==> src/rtl/reg_readback_pkg.sv <==
// Shared definitions for the register-bank debug readback unit:
// state encoding, frame length derivation and the parity helper.
package reg_readback_pkg;

  typedef enum logic [2:0] {
    ST_IDLE   = 3'd0,
    ST_START  = 3'd1,
    ST_ADDR   = 3'd2,
    ST_DATA   = 3'd3,
    ST_PARITY = 3'd4,
    ST_STOP   = 3'd5
  } state_e;

  // Widest address+data payload the parity helper can cover.
  localparam int PAR_MAX_W = 64;

  function automatic int frame_bits(input int addr_w, input int data_w);
    return addr_w + data_w + 3;
  endfunction

  function automatic logic even_parity(input logic [PAR_MAX_W-1:0] v);
    return ^v;
  endfunction

endpackage

==> src/rtl/reg_readback_bit_tick.sv <==
// Bit-period timer: counts 0..CLKS_PER_BIT-1 and pulses tick on the last
// cycle of each bit period. clr holds the count at zero.
module reg_readback_bit_tick #(
  parameter int CLKS_PER_BIT = 4
) (
  input  logic clk,
  input  logic reset,
  input  logic clr,
  output logic tick
);

  localparam int CNT_W = (CLKS_PER_BIT > 1) ? $clog2(CLKS_PER_BIT) : 1;
  localparam logic [CNT_W-1:0] LAST = CNT_W'(CLKS_PER_BIT - 1);

  logic [CNT_W-1:0] cnt_q;
  logic [CNT_W-1:0] cnt_d;

  // Next count: cleared by clr, wraps after the last cycle of a bit.
  always_comb begin
    cnt_d = cnt_q;
    if (clr) begin
      cnt_d = {CNT_W{1'b0}};
    end else if (cnt_q == LAST) begin
      cnt_d = {CNT_W{1'b0}};
    end else begin
      cnt_d = cnt_q + CNT_W'(1'b1);
    end
  end

  // Counter register.
  always_ff @(posedge clk or negedge reset) begin
    if (!reset) begin
      cnt_q <= {CNT_W{1'b0}};
    end else begin
      cnt_q <= cnt_d;
    end
  end

  assign tick = (cnt_q == LAST) && !clr;

endmodule

==> src/rtl/reg_readback.sv <==
// Debug readback unit: snapshots one register of the bank on request and
// shifts it out as a framed serial word (start, addr, data, parity, stop).
module reg_readback
  import reg_readback_pkg::*;
#(
  parameter int NUM_REGS     = 16,
  parameter int DATA_W       = 16,
  parameter int ADDR_W       = 4,
  parameter int CLKS_PER_BIT = 4
) (
  input  logic                       clk,
  input  logic                       reset,
  input  logic [NUM_REGS*DATA_W-1:0] reg_bank,
  input  logic                       req_valid,
  input  logic [ADDR_W-1:0]          req_addr,
  output logic                       req_ready,
  output logic                       tx,
  output logic                       busy,
  output logic                       done,
  output logic                       addr_err
);

  localparam int FRAME_BITS = frame_bits(ADDR_W, DATA_W);
  localparam int IDX_MAX    = (ADDR_W > DATA_W) ? ADDR_W : DATA_W;
  localparam int IDX_W      = $clog2(IDX_MAX) + 1;
  localparam int AW1        = ADDR_W + 1;
  localparam logic [ADDR_W:0] NUM_REGS_L = AW1'(NUM_REGS);

  state_e                  state_q, state_d;
  logic [IDX_W-1:0]        idx_q, idx_d;
  logic [FRAME_BITS-1:0]   shreg_q, shreg_d;
  logic                    tx_q, tx_d;
  logic                    ready_q, ready_d;
  logic                    busy_q, busy_d;
  logic                    done_q, done_d;
  logic                    addr_err_q, addr_err_d;

  logic [DATA_W-1:0]       sel_data_s;
  logic [FRAME_BITS-1:0]   frame_s;
  logic [FRAME_BITS-1:0]   shift_s;
  logic                    addr_ok_s;
  logic                    idle_s;
  logic                    tick_s;

  assign idle_s = (state_q == ST_IDLE);

  reg_readback_bit_tick #(
    .CLKS_PER_BIT (CLKS_PER_BIT)
  ) u_bit_tick (
    .clk   (clk),
    .reset (reset),
    .clr   (idle_s),
    .tick  (tick_s)
  );

  // Register mux and the complete frame image, LSB transmitted first.
  always_comb begin
    sel_data_s = {DATA_W{1'b0}};
    for (int i = 0; i < NUM_REGS; i++) begin
      sel_data_s = (req_addr == ADDR_W'(i)) ? reg_bank[i*DATA_W +: DATA_W] : sel_data_s;
    end
    addr_ok_s = ({1'b0, req_addr} < NUM_REGS_L);
    frame_s   = {1'b1,
                 even_parity(PAR_MAX_W'({sel_data_s, req_addr})),
                 sel_data_s, req_addr, 1'b0};
    shift_s   = {1'b1, shreg_q[FRAME_BITS-1:1]};
  end

  // Sequencing FSM; outputs are computed from the next state and registered.
  always_comb begin
    state_d    = state_q;
    idx_d      = idx_q;
    shreg_d    = shreg_q;
    done_d     = 1'b0;
    addr_err_d = 1'b0;
    case (state_q)
      ST_IDLE: begin
        if (req_valid && ready_q) begin
          if (addr_ok_s) begin
            state_d = ST_START;
            shreg_d = frame_s;
          end else begin
            addr_err_d = 1'b1;
          end
        end else begin
          state_d = ST_IDLE;
        end
      end
      ST_START: begin
        if (tick_s) begin
          state_d = ST_ADDR;
          shreg_d = shift_s;
        end else begin
          state_d = ST_START;
        end
      end
      ST_ADDR: begin
        if (tick_s) begin
          shreg_d = shift_s;
          if (idx_q == IDX_W'(ADDR_W - 1)) begin
            state_d = ST_DATA;
            idx_d   = {IDX_W{1'b0}};
          end else begin
            idx_d   = idx_q + IDX_W'(1'b1);
          end
        end else begin
          state_d = ST_ADDR;
        end
      end
      ST_DATA: begin
        if (tick_s) begin
          shreg_d = shift_s;
          if (idx_q == IDX_W'(DATA_W - 1)) begin
            state_d = ST_PARITY;
            idx_d   = {IDX_W{1'b0}};
          end else begin
            idx_d   = idx_q + IDX_W'(1'b1);
          end
        end else begin
          state_d = ST_DATA;
        end
      end
      ST_PARITY: begin
        if (tick_s) begin
          state_d = ST_STOP;
          shreg_d = shift_s;
        end else begin
          state_d = ST_PARITY;
        end
      end
      ST_STOP: begin
        if (tick_s) begin
          state_d = ST_IDLE;
          done_d  = 1'b1;
        end else begin
          state_d = ST_STOP;
        end
      end
      default: begin
        state_d = ST_IDLE;
        idx_d   = {IDX_W{1'b0}};
      end
    endcase
    tx_d    = (state_d == ST_IDLE) ? 1'b1 : shreg_d[0];
    busy_d  = (state_d != ST_IDLE);
    ready_d = (state_d == ST_IDLE);
  end

  // State and output registers; reset aborts any frame in flight.
  always_ff @(posedge clk or negedge reset) begin
    if (!reset) begin
      state_q    <= ST_IDLE;
      idx_q      <= {IDX_W{1'b0}};
      shreg_q    <= {FRAME_BITS{1'b1}};
      tx_q       <= 1'b1;
      ready_q    <= 1'b1;
      busy_q     <= 1'b0;
      done_q     <= 1'b0;
      addr_err_q <= 1'b0;
    end else begin
      state_q    <= state_d;
      idx_q      <= idx_d;
      shreg_q    <= shreg_d;
      tx_q       <= tx_d;
      ready_q    <= ready_d;
      busy_q     <= busy_d;
      done_q     <= done_d;
      addr_err_q <= addr_err_d;
    end
  end

  assign req_ready = ready_q;
  assign tx        = tx_q;
  assign busy      = busy_q;
  assign done      = done_q;
  assign addr_err  = addr_err_q;

endmodule

==> config.mk <==
export PLATFORM = sky130hd
export DESIGN_NAME = reg_readback
export DESIGN_NICKNAME = d
export VERILOG_FILES = /design/src/rtl/reg_readback_pkg.sv /design/src/rtl/reg_readback_bit_tick.sv /design/src/rtl/reg_readback.sv
export SDC_FILE = /design/constraint.sdc
export NUM_CORES = 1
export LEC_CHECK = 0
export BUFFER_PORTS_ARGS = -buffer_cell sky130_fd_sc_hd__buf_4
export CAP_MARGIN = 5
export CORE_AREA = 2 2 105 107
export CTS_CLUSTER_SIZE = 8
export DETAILED_ROUTE_END_ITERATION = 8
export DIE_AREA = 0 0 107 109
export HOLD_SLACK_MARGIN = 0.08
export PLACE_DENSITY = 0.81
export SLEW_MARGIN = 20
export SYNTH_ARGS = -nofsm -noshare
export SYNTH_HDL_FRONTEND = slang
export SYNTH_HIERARCHICAL = 1
export SYNTH_SLANG_ARGS = --single-unit
==> constraint.sdc <==
create_clock -name clk -period 4 [get_ports clk]
set_clock_uncertainty 0.1 [all_clocks]
set_input_delay 0.2 -clock clk [delete_from_list [all_inputs] [get_ports clk]]
set_output_delay 0.2 -clock clk [all_outputs]
set_load 0.01 [all_outputs]
==> results.yml <==
status:
  status: "finished clean"
logic_synthesis:
  synth_top_family_by_area: "compound AO/OA/AOI/OAI gates"
  synthTopCellsByArea: "dfstp_2 (13%), nand2_1 (8.3%), dfrtp_1 (6.2%)"
  async_flop_share: 1.00
  ys_ff_latch: 37
  ys_seq_area_frac: 0.197
  synthAdderAreaFrac: 0.0308
  synth_cell_types: 69
  synth_edf_count: 0
  yosysTopAreaCell: "dfstp_2"
  synth_compound_area_frac: 0.435
  synth_xor_area_frac: 0.0319
  syn_avg_cell_area_um2: 7.13
  netlist_area_um2: 4870
  synthesis.nets: 958
  synth_mux_area_frac: 0.00437
  synthSimpleGateAreaFrac: 0.216
  syn_inst: 683
  ys.flop_type: "dfstp_2"
  synth_top_area_share: 0.135
  yosysWarningCount: 6
cts:
  cts_buffers: 5
  cts.sink_count: 37
  clk_pin_slew_ns: 0.07
  cts-root-buf: "clkbuf_8"
  cts_setup_buffers: 0
  cts_tree: "done"
  htree_levels: 2
  clock_latency_ns: 0.29
  max-clock-path-buffers: 2
grt:
  grt_pass1_vias: 7269
  grt_max_degree: 43
  antenna_found_initial: 0
  grt_pass1_wl_um: 41000
  track_usage: 0.460
  grt-ovfl-total: 0
timing:
  whs_ns: 0.0912
  max-slew-margin-rel: 0.414
  fmax_mhz: 276
  layout_setup_ws_ns: 0.374
  finalSetupTns_ns: 0
  finalHoldViolations: 0
  period_share: 0.906
  finalSetupViolCount: 0
  worst_slew_pin_slew_ns: 0.857
  post-route-min-period_ns: 3.63
  rsz0062_at_grt: "false"
  finalMaxSlewViolations: 0
die:
  die-height_um: 109
  io_pins: 268
  fp.dieW_um: 107
  core_um2: 10600
  dieArea_um2: 11700
  start_util: 0.459
  num_rows: 38
placement:
  post-dp-hpwl_um: 21900
  gp_congestion: 1.08
  io_buffers: 266
  post-place-ws_ns: 0.282
cells_and_area:
  nets: 1201
  area_delta_synth_final_pct: 46.7
  drive_gt1_frac: 0.378
  post-route-util: 0.674
  antenna_cells: 0
route:
  via_per_inst: 6.92
  drtPass1Iterations: 8
  drc: 0
  drtIter0Drc: 1302
  via_count: 7388
  totalWireLength_um: 27100
  wl_per_cell_um: 25.4
  ant_nets: 0
critical_path:
  critPathKind: "in -> reg"
  worstPathRequired_ns: 4.11
  critPathCaptureType: "flop"
  critPathMaxFanout: 42
  start_kind: "input pin"
  rr_worst_depth: 7
  cp.arrival_ns: 3.73
min_path:
  min_path_cells: 3
  hp-class: "in -> reg"
run:
  drv_cap: 0
pwr:
  power.total_uw: 1420
  power_density_nw_per_um2: 198
  p_leak_uw: 0.00322
  irDropWorstVdd_v: 0.000192
final timing paths:
| check | slack (ns) | endpoint | start |
|---|---|---|---|
| worst max-delay path | 0.37 | shreg_q[21] | req_addr[0] |
| worst min-delay path | 0.09 | shreg_q[3] | req_addr[2] |
| worst max register to register | 1.03 | tx | state_q[1] |
| worst min register to register | 0.36 | u_bit_tick/cnt_q[0] | u_bit_tick/cnt_q[0] |
| max in group asynchronous | 3.14 | shreg_q[5] | reset |
| min in group asynchronous | 0.30 | idx_q[2] | reset |
cells by family (layout without fill, tap and decap cells):
logic type / after synthesis / count (layout)
muxes: 2 / 2
xor gates and xnor gates: 13 / 13
other: 1 / 1
and+or+nand+nor: 223 / 223
DFF: 37 / 37
AOI/OAI and AO/OA: 298 / 298
buffers and inverters: 97 / 341
adders and majority gates: 12 / 12
synth_stat cells, drive strengths merged, types with 11 or more instances:
| library cell | count |
|---|---|
| buf | 26 |
| ha | 12 |
| a31oi | 11 |
| a21oi | 46 |
| dfrtp | 12 |
| nor2 | 29 |
| dfstp | 25 |
| a221oi | 27 |
| a211oi | 13 |
| inv | 28 |
| o221ai | 22 |
| a221o | 17 |
| o22ai | 19 |
| nand3 | 16 |
| nor2b | 12 |
| a22oi | 14 |
| o21ai | 63 |
| clkbuf | 42 |
| nand2 | 107 |
cells in the final DEF (no fill, tap or decap), types with 4 or more instances in the layout:
master,count
xnor2_1,8
nand3b_1,8
o221ai_1,22
nand3_1,16
a221o_1,17
o211ai_1,9
clkbuf_8,6
dfstp_2,25
nor2b_1,11
o21ai_0,58
o31ai_1,5
buf_4,302
o2111ai_1,4
o21ai_1,4
inv_1,26
a211oi_1,13
a21oi_1,46
nor2_1,29
and2_1,8
nor3_1,9
a222oi_1,8
a22oi_1,14
a31oi_1,11
ha_1,10
o2bb2ai_1,9
a221oi_1,27
and3_1,9
nand2_1,107
dfrtp_1,12
o22ai_1,19
nand2b_1,8
final cells by class:
type | instances | area (um2)
Multi-Input combinational cell | 549 | 3510
Fill cell | 925 | 3460
Timing Repair Buffer | 304 | 2300
Sequential cell | 37 | 957
Tap cell | 140 | 175
Inverter | 29 | 109
Clock buffer | 8 | 90.1
repair_timing:
| action | 4_1_cts | 5_1_grt |
|---|---|---|
| hold endpoints to repair | 12 | 0 |
| hold buffers | 1 | 0 |
| gates resized for setup | 0 | 0 |
routing by layer:
metal | vias to the layer above | GRT usage | share of wire
met3 | 145 | 0.143 | 0.15
li1 | 3110 | - | -
met5 | - | 0 | 0
met1 | 3413 | 0.572 | 0.36
met2 | 720 | 0.733 | 0.43
met4 | 0 | 0.203 | 0.063
sequential cells by signal (all words and copies together) (netlist names):
register          count
tx                    1
done                  1
shreg_q              23
u_bit_tick/cnt_q      2
busy                  1
idx_q                 5
req_ready             1
state_q               3
power by group:
group,internal (uW),switching (uW)
registers,375,0
clock network,140,126
logic,397,378
total,913,504
through the flow:
step,instances,instance area (um2)
after global placement,1058,7040
after floorplan,683,4870
final,1067,7140
after CTS,1067,7140
after global routing,1067,7140
after detailed placement,1058,7040
critical path: stages:
cell,delay [ns]
buf_4,0.11
inv_1,0.06
ha_2,0.29
buf_4,0.31
nand2_1,0.27
o21ai_0,0.11
or3_1,0.40
a2111oi_0,0.76
a2111oi_1,0.20
xnor2_1,0.20
xnor2_1,0.17
xnor2_1,0.23
xnor3_1,0.27
o211ai_2,0.14
Power figures use the tool's default switching activity.
